**src/rtl/dcache_responder.sv**
```systemverilog
// Data-cache responder: turns one execute-stage memory request into at most
// one outstanding memory transaction and returns a single-cycle response.
module dcache_responder (
  input  logic        clk_i,
  input  logic        rstn_i,
  input  logic        req_valid_i,
  input  logic        req_kill_i,
  input  logic [63:0] req_rs1_i,
  input  logic [63:0] req_rs2_i,
  input  logic [63:0] req_imm_i,
  input  logic [6:0]  req_instr_type_i,
  input  logic [2:0]  req_size_i,
  output logic        resp_valid_o,
  output logic        resp_lock_o,
  output logic [63:0] resp_data_o,
  output logic [63:0] resp_addr_o,
  output logic        resp_xcpt_ma_st_o,
  output logic        resp_xcpt_ma_ld_o,
  output logic        resp_xcpt_flt_st_o,
  output logic        resp_xcpt_flt_ld_o,
  output logic        mem_req_valid_o,
  input  logic        mem_req_ready_i,
  output logic [39:0] mem_req_addr_o,
  output logic        mem_req_we_o,
  output logic [63:0] mem_req_wdata_o,
  output logic [7:0]  mem_req_be_o,
  input  logic        mem_resp_valid_i,
  input  logic [63:0] mem_resp_data_i,
  input  logic        mem_resp_error_i
);

  typedef enum logic [2:0] {IDLE, ISSUE, WAIT, DONE, DRAIN} state_t;

  state_t      state, state_nxt;
  logic [63:0] ea;
  logic        is_store, is_amo, misaligned, accept, capture;
  logic [7:0]  be_mask;
  logic [63:0] wdata_rep, ld_sh, ld_ext;
  logic [63:0] cap_data, cap_addr;
  logic        cap_err, cap_store;

  // Request decode: effective address, type class, alignment, lane data.
  always_comb begin
    ea         = req_rs1_i + req_imm_i;
    is_store   = (req_instr_type_i == 7'd43) || (req_instr_type_i == 7'd46) ||
                 (req_instr_type_i == 7'd49) || (req_instr_type_i == 7'd51);
    is_amo     = (req_instr_type_i >= 7'd53) && (req_instr_type_i <= 7'd74);
    accept     = req_valid_i & ~req_kill_i;
    misaligned = 1'b0;
    be_mask    = 8'h01;
    wdata_rep  = {8{req_rs2_i[7:0]}};
    ld_sh      = mem_resp_data_i >> {ea[2:0], 3'b000};
    ld_ext     = '0;
    case (req_size_i[1:0])
      2'd0: begin
        be_mask   = 8'h01;
        wdata_rep = {8{req_rs2_i[7:0]}};
        ld_ext    = req_size_i[2] ? {56'b0, ld_sh[7:0]} : {{56{ld_sh[7]}}, ld_sh[7:0]};
      end
      2'd1: begin
        misaligned = ea[0];
        be_mask    = 8'h03;
        wdata_rep  = {4{req_rs2_i[15:0]}};
        ld_ext     = req_size_i[2] ? {48'b0, ld_sh[15:0]} : {{48{ld_sh[15]}}, ld_sh[15:0]};
      end
      2'd2: begin
        misaligned = |ea[1:0];
        be_mask    = 8'h0F;
        wdata_rep  = {2{req_rs2_i[31:0]}};
        ld_ext     = req_size_i[2] ? {32'b0, ld_sh[31:0]} : {{32{ld_sh[31]}}, ld_sh[31:0]};
      end
      default: begin
        misaligned = |ea[2:0];
        be_mask    = 8'hFF;
        wdata_rep  = req_rs2_i;
        ld_ext     = ld_sh;
      end
    endcase
  end

  // State register.
  always_ff @(posedge clk_i or negedge rstn_i) begin
    if (!rstn_i) state <= IDLE;
    else         state <= state_nxt;
  end

  // Response capture; only written on the cycle that moves to DONE.
  always_ff @(posedge clk_i or negedge rstn_i) begin
    if (!rstn_i) begin
      cap_data  <= '0;
      cap_addr  <= '0;
      cap_err   <= 1'b0;
      cap_store <= 1'b0;
    end else if (capture) begin
      cap_data  <= ld_ext;
      cap_addr  <= ea;
      cap_err   <= mem_resp_error_i;
      cap_store <= is_store;
    end
  end

  // Next-state and output logic.
  always_comb begin
    state_nxt          = state;
    capture            = 1'b0;
    resp_valid_o       = 1'b0;
    resp_lock_o        = 1'b0;
    resp_data_o        = '0;
    resp_addr_o        = '0;
    resp_xcpt_ma_st_o  = 1'b0;
    resp_xcpt_ma_ld_o  = 1'b0;
    resp_xcpt_flt_st_o = 1'b0;
    resp_xcpt_flt_ld_o = 1'b0;
    mem_req_valid_o    = 1'b0;
    mem_req_addr_o     = '0;
    mem_req_we_o       = 1'b0;
    mem_req_wdata_o    = '0;
    mem_req_be_o       = '0;
    case (state)
      IDLE: begin
        if (accept) begin
          if (misaligned) begin
            resp_valid_o      = 1'b1;
            resp_addr_o       = ea;
            resp_xcpt_ma_st_o = is_store | is_amo;
            resp_xcpt_ma_ld_o = ~(is_store | is_amo);
          end else if (is_amo) begin
            resp_valid_o       = 1'b1;
            resp_addr_o        = ea;
            resp_xcpt_flt_st_o = 1'b1;
          end else begin
            resp_lock_o = 1'b1;
            state_nxt   = ISSUE;
          end
        end
      end
      ISSUE: begin
        // Valid stays up on a kill so a kill coinciding with ready still
        // completes the handshake and is drained; a kill without ready
        // abandons the request before memory ever sees it.
        resp_lock_o     = 1'b1;
        mem_req_valid_o = 1'b1;
        mem_req_addr_o  = {ea[39:3], 3'b000};
        mem_req_we_o    = is_store;
        mem_req_wdata_o = wdata_rep;
        mem_req_be_o    = be_mask << ea[2:0];
        if (mem_req_ready_i) begin
          if (req_kill_i) begin
            state_nxt = mem_resp_valid_i ? IDLE : DRAIN;
          end else if (mem_resp_valid_i) begin
            capture   = 1'b1;
            state_nxt = DONE;
          end else begin
            state_nxt = WAIT;
          end
        end else if (req_kill_i) begin
          state_nxt = IDLE;
        end
      end
      WAIT: begin
        resp_lock_o = 1'b1;
        if (req_kill_i) begin
          // A response arriving with the kill is simply consumed.
          state_nxt = mem_resp_valid_i ? IDLE : DRAIN;
        end else if (mem_resp_valid_i) begin
          capture   = 1'b1;
          state_nxt = DONE;
        end
      end
      DONE: begin
        resp_valid_o       = 1'b1;
        resp_addr_o        = cap_addr;
        resp_data_o        = (cap_err | cap_store) ? '0 : cap_data;
        resp_xcpt_flt_ld_o = cap_err & ~cap_store;
        resp_xcpt_flt_st_o = cap_err & cap_store;
        state_nxt          = IDLE;
      end
      DRAIN: begin
        resp_lock_o = accept;
        if (mem_resp_valid_i) state_nxt = IDLE;
      end
      default: state_nxt = IDLE;
    endcase
    // Outputs read zero for as long as reset is held.
    if (!rstn_i) begin
      resp_valid_o       = 1'b0;
      resp_lock_o        = 1'b0;
      resp_data_o        = '0;
      resp_addr_o        = '0;
      resp_xcpt_ma_st_o  = 1'b0;
      resp_xcpt_ma_ld_o  = 1'b0;
      resp_xcpt_flt_st_o = 1'b0;
      resp_xcpt_flt_ld_o = 1'b0;
      mem_req_valid_o    = 1'b0;
      mem_req_addr_o     = '0;
      mem_req_we_o       = 1'b0;
      mem_req_wdata_o    = '0;
      mem_req_be_o       = '0;
    end
  end

endmodule

```
**config.mk**
```make
export PLATFORM = sky130hd
export DESIGN_NAME = dcache_responder
export DESIGN_NICKNAME = d
export VERILOG_FILES = /design/src/rtl/dcache_responder.sv
export SDC_FILE = /design/constraint.sdc
export NUM_CORES = 1
export LEC_CHECK = 0
export BUFFER_PORTS_ARGS = -buffer_cell sky130_fd_sc_hd__buf_2
export CAP_MARGIN = 15
export CORE_AREA = 3 3 200 202
export CTS_BUF_LIST = sky130_fd_sc_hd__clkbuf_8 sky130_fd_sc_hd__clkbuf_16
export DETAILED_ROUTE_END_ITERATION = 6
export DIE_AREA = 0 0 203 205
export PLACE_DENSITY = 0.7
export SETUP_SLACK_MARGIN = 0.4
export SLEW_MARGIN = 10
export SYNTH_ARGS = -nofsm -noshare
export SYNTH_HDL_FRONTEND = slang
export SYNTH_SLANG_ARGS = --single-unit
```
**constraint.sdc**
```tcl
create_clock -name clk_i -period 2.2 [get_ports clk_i]
set_input_delay 0 -clock clk_i [delete_from_list [all_inputs] [get_ports clk_i]]
set_output_delay 0 -clock clk_i [all_outputs]
set_load 0.02 [all_outputs]
```
==> results by stage <==
Critical path:
- For the worst setup path, the data arrival time is 2540 ps.
- The worst setup path is launched from a primary input.
- The delay of the slowest cell on the worst path is 330 ps.
- The worst-path maximum fanout is 3.
- The capturing element type of the critical path is an output port.
- The type of the setup path with the least slack is primary input to output port.
- The source of the worst register-to-register timing path is state[1].
- The start point of the critical path is req_rs1_i[38].
- The dominant cell type by count on the critical path is sky130_fd_sc_hd__nand4_1.
- On the critical path, the stage with the largest delay is an instance of sky130_fd_sc_hd__ha_1.
- STA puts the critical path data required time at 2200 ps.
- The critical path goes through buf_2, ha_1, nand4_1, buf_4, nor4_4, nand2_1, or2_1, o2111ai_4, nand4_1, and3_4, o31ai_4, buf_6.

Status:
- The flow ran to the end, but the final reports show violations.
- The checks that failed: DRC, hold timing, setup timing.

Timing:
- Setup repair after global routing could not meet its margin everywhere.
- Headroom to the max-slew limit came out at 55.0%.
- On the final layout, the worst clock skew is 9.04 ps.
- The worst slack on hold paths is -58.6 ps.
- The number of hold-slack violations in the final timing report is 120.
- The achievable frequency is 394 MHz.
- The final critical-path share of the clock period is 115%.
- The final-report max-slew violation count came to 0.
- At the pin with the least slew margin, the transition time is 673 ps.
- Counting I/O delays and the setup requirement, the final critical path takes 2540 ps.
- Setup violations remaining at the end of the flow were counted as 156.
- In the post-route analysis, the smallest setup slack over all paths is -338 ps.

Global route:
- The total global-route track usage is 31.3%.
- The met3 demand-to-capacity share in global routing is 5.93%.
- The first global-routing pass estimated 102 mm of wire.
- The total overflow left after global routing is 0.
- Global routing used 39.1% of the available met1 tracks.
- The via count of the first global-routing pass is 18000.
- The initial antenna violation count was 5.
- The largest net degree at the start of global routing is 61.
- The most utilized layer in the global route result is met2.
- The global routing met2 resource utilization is 53.1%.

Route:
- For this run, design rule violations remaining after detail routing come to 3.
- The routed layout has 18800 vias.
- The antenna violation net count after detailed routing is 0.
- After detailed routing, the number of vias per cell comes to 5.74.
- The first TritonRoute pass finished after 7 iterations.
- The detailed router finished its first iteration with 1665 violations.
- The per-cell routed wire length is 21.9 um.
- The routed wire length is 71.8 mm.

Floorplan:
- The die area is 41600 um^2.
- The starting density of the core is 36.0%.
- The count of pins on the block boundary is 521.
- The die is 205 um tall.
- The floorplan step defined a core boundary enclosing 38500 um^2.
- The row count is 72.
- The floorplan step set the die width to 203 um.

Layout:
- The share of layout cells above drive strength 1 is 52.2%.
- In the final design database the tool counted 3075 nets.
- The area of all placed cells without fillers is 24600 um^2.
- The area used by sequential logic in the layout is 3330 um^2.
- Summing all multi-input logic gate instances after layout gives 12300 um^2.
- The area added between synthesis and finish is 77.6%.
- The filler cells instantiated in the layout total 3139.

Synthesis:
- During synthesis, Yosys emitted a total of 0 warnings.
- The number of flops mapped to enable cells by yosys is 0.
- After Yosys synthesis, and, or, nand and nor cells account for 24.7% of the synthesized area.
- The predominant post-synthesis flop cell is sky130_fd_sc_hd__dfrtp_1.
- The parity-gate share of the synthesized area counting xor and xnor cells is 3.73%.
- The fraction of the mapped netlist area in adder cells is 5.84%.
- The multiplexer fraction of the synthesized cell area is 10.4%.
- The average instance in the mapped netlist occupies 7.33 um^2.
- The share of the Yosys chip area taken by registers is 24.0%.
- The number of synthesized register bits is 133.
- The post-synthesis cell area is 13800 um^2.
- The complex-gate fraction of the synthesized area is 26.2%.
- The main combinational cell family by area after synthesis is compound AO/OA/AOI/OAI gates.
- The cell count after synthesis is 1889.
- The count of cell types in the netlist is 74.
- Counting flops with an async set or reset pin after synthesis yields a share of 100%.

Power and ir drop:
- The analysis attributes to cell leakage a power of 11.3 nW.
- Dividing total power by cell area gives a power density of 675 nW/um^2.
- The largest voltage drop on the vdd net is 0.600 mV.
- The overall power after layout is 16.6 mW.

Clock network:
- The clock-pin slew of the registers on the worst-case setup and hold paths is 60 ps.
- The later pin in the worst-skew pair is clocked with a latency of 450 ps.
- The clock passes through at most 2 buffers.
- TritonCTS built the clock tree.
- The cell chosen for the clock root is sky130_fd_sc_hd__clkbuf_16.
- CTS built an H-tree with a depth of 4.
- The CTS buffer count is 17.
- Counting every sink on the clock net gives 133.

Job:
- The tool flagged a number of max-cap violations equal to 0.

Placement:
- Buffers placed on the I/O ports in this run total 517.
- Summing all placed instances gives a cell area of 20200 um^2.
- The routability congestion estimate is 0.964.
- The detailed-placement wirelength estimate is 51.3 mm.

Min path:
- The tightest min-delay check is of the primary input to asynchronous set/reset pin type.
## worst paths after layout
kind                                   end  slack (ps)  cells past startpoint
max reg2reg                   cap_addr[46]          50                      7
max                        resp_addr_o[60]        -340                     12
max in group asynchronous         state[1]        1300                      3
min in group clk_i            cap_data[42]          50                      5
min reg2reg                    cap_addr[8]         490                      2
min                            cap_data[6]         -60                      3
## power breakdown
group	switching, mW	internal (mW)
registers	0.732	3.60
logic	5.08	4.35
clock network	1.33	1.50
total	7.14	9.44
## synthesized netlist by cell type (8+ instances only)
library cell / number / area share [%]
sky130_fd_sc_hd__and3_1: 10 / 0.45
sky130_fd_sc_hd__o21bai_1: 21 / 1.1
sky130_fd_sc_hd__or3_1: 11 / 0.50
sky130_fd_sc_hd__a21oi_1: 230 / 8.3
sky130_fd_sc_hd__xnor2_1: 33 / 2.1
sky130_fd_sc_hd__nor3_1: 20 / 0.72
sky130_fd_sc_hd__a211oi_1: 21 / 1.1
sky130_fd_sc_hd__mux2_2: 32 / 2.6
sky130_fd_sc_hd__and2_1: 82 / 3.7
sky130_fd_sc_hd__a21o_1: 30 / 1.6
sky130_fd_sc_hd__o21ai_1: 35 / 1.3
sky130_fd_sc_hd__ha_1: 63 / 5.7
sky130_fd_sc_hd__nor4_1: 8 / 0.36
sky130_fd_sc_hd__mux4_2: 27 / 4.4
sky130_fd_sc_hd__dfrtp_1: 133 / 24
sky130_fd_sc_hd__inv_1: 27 / 0.73
sky130_fd_sc_hd__nor2b_1: 28 / 1.3
sky130_fd_sc_hd__nand2_1: 277 / 7.5
sky130_fd_sc_hd__o21a_1: 9 / 0.49
sky130_fd_sc_hd__a22oi_1: 11 / 0.60
sky130_fd_sc_hd__clkbuf_1: 104 / 2.8
sky130_fd_sc_hd__buf_1: 14 / 0.38
sky130_fd_sc_hd__nor2_1: 234 / 6.3
sky130_fd_sc_hd__o211ai_1: 10 / 0.54
sky130_fd_sc_hd__nand3_1: 26 / 0.94
sky130_fd_sc_hd__o31ai_1: 13 / 0.70
sky130_fd_sc_hd__nand2b_1: 10 / 0.45
sky130_fd_sc_hd__o21ai_0: 127 / 4.6
sky130_fd_sc_hd__a31oi_1: 21 / 0.95
sky130_fd_sc_hd__o22a_1: 8 / 0.51
sky130_fd_sc_hd__buf_2: 23 / 0.83
sky130_fd_sc_hd__nand4_1: 34 / 1.5
sky130_fd_sc_hd__xor2_1: 26 / 1.6
sky130_fd_sc_hd__a22o_1: 16 / 1.0
sky130_fd_sc_hd__mux2i_1: 47 / 3.4
## cell families (layout without fill, tap and decap cells)
kind of cell / Yosys count / in the layout
and+or+nand+nor: 756 / 756
AOI/OAI and AO/OA: 596 / 596
buffers and inverters: 174 / 1034
DFF: 133 / 133
muxes: 106 / 106
adders and majority gates: 64 / 64
xor gates and xnor gates: 59 / 59
other: 1 / 5
## critical path: cells and delay by family
kind	cells	cell delay (ps)
buffers and inverters	3	460
adders and majority gates	1	330
AOI/OAI and AO/OA	2	520
and+or+nand+nor	6	1220
## registers in the layout (all words and copies together) (netlist names)
signal	cells
state	3
cap_addr	64
cap_err	1
cap_data	64
cap_store	1
## what timing repair did
action                                 in CTS  in global routing
setup buffers                              68                 35
hold buffers                               15                  1
resized for setup                         313                288
setup endpoints to repair                 374                376
endpoints found under the hold margin     147                 12
gates cloned                               10                  6
pin swaps                                 122                100
## per-stage QoR
stage | setup TNS [ps] | util, % | hold slack (ps) | instances | setup WS [ps]
final | -19710 | 63.9 | -58.6 | 3271 | -338
after global placement | -46400 | 52.5 | -142 | 3102 | -380
after global routing | -36440 | 63.9 | 4.62 | 3270 | -453
after floorplan | -1940 | - | -296 | 1891 | -64.5
after detailed placement | -51810 | 52.5 | -140 | 3102 | -420
after CTS | -12360 | 59.9 | 13.4 | 3227 | -278
## placed cells by master, fill, tap and decap left out, drive strengths merged, types with 6 or more instances in the layout
cell type / n
mux2i: 47
and3: 10
a21boi: 6
or3: 11
nand3: 26
xnor2: 33
ha: 63
buf: 949
nand2b: 10
inv: 36
o211ai: 11
and2: 82
nor2b: 28
nor3: 20
xor2: 26
mux2: 32
a22oi: 11
dfrtp: 133
o21bai: 21
a22o: 16
dlygate4sd3: 15
nor4: 8
a21o: 30
o22a: 8
a211oi: 22
o2bb2a: 7
o21ai: 166
mux4: 27
nand4: 34
o31ai: 13
nor2: 235
a21oi: 232
nand2: 279
clkbuf: 25
o21a: 9
a31oi: 21
## final cells by class
class / count / area share (%)
multi-input cells: 1584 / 50.1
repair buffers: 973 / 30.9
flip-flops and latches: 133 / 13.6
well taps: 518 / 2.64
clock buffers: 18 / 1.79
inverters: 29 / 0.473
clock inverters: 14 / 0.468
diodes: 2 / 0.0204
## metal layers
layer  up-vias  share of wire, %
li1       8416                 -
met1      8985                38
met2      1148                48
met3       224               8.7
met4         8               4.6
met5         -              0.13
Power figures use the tool's default switching activity.
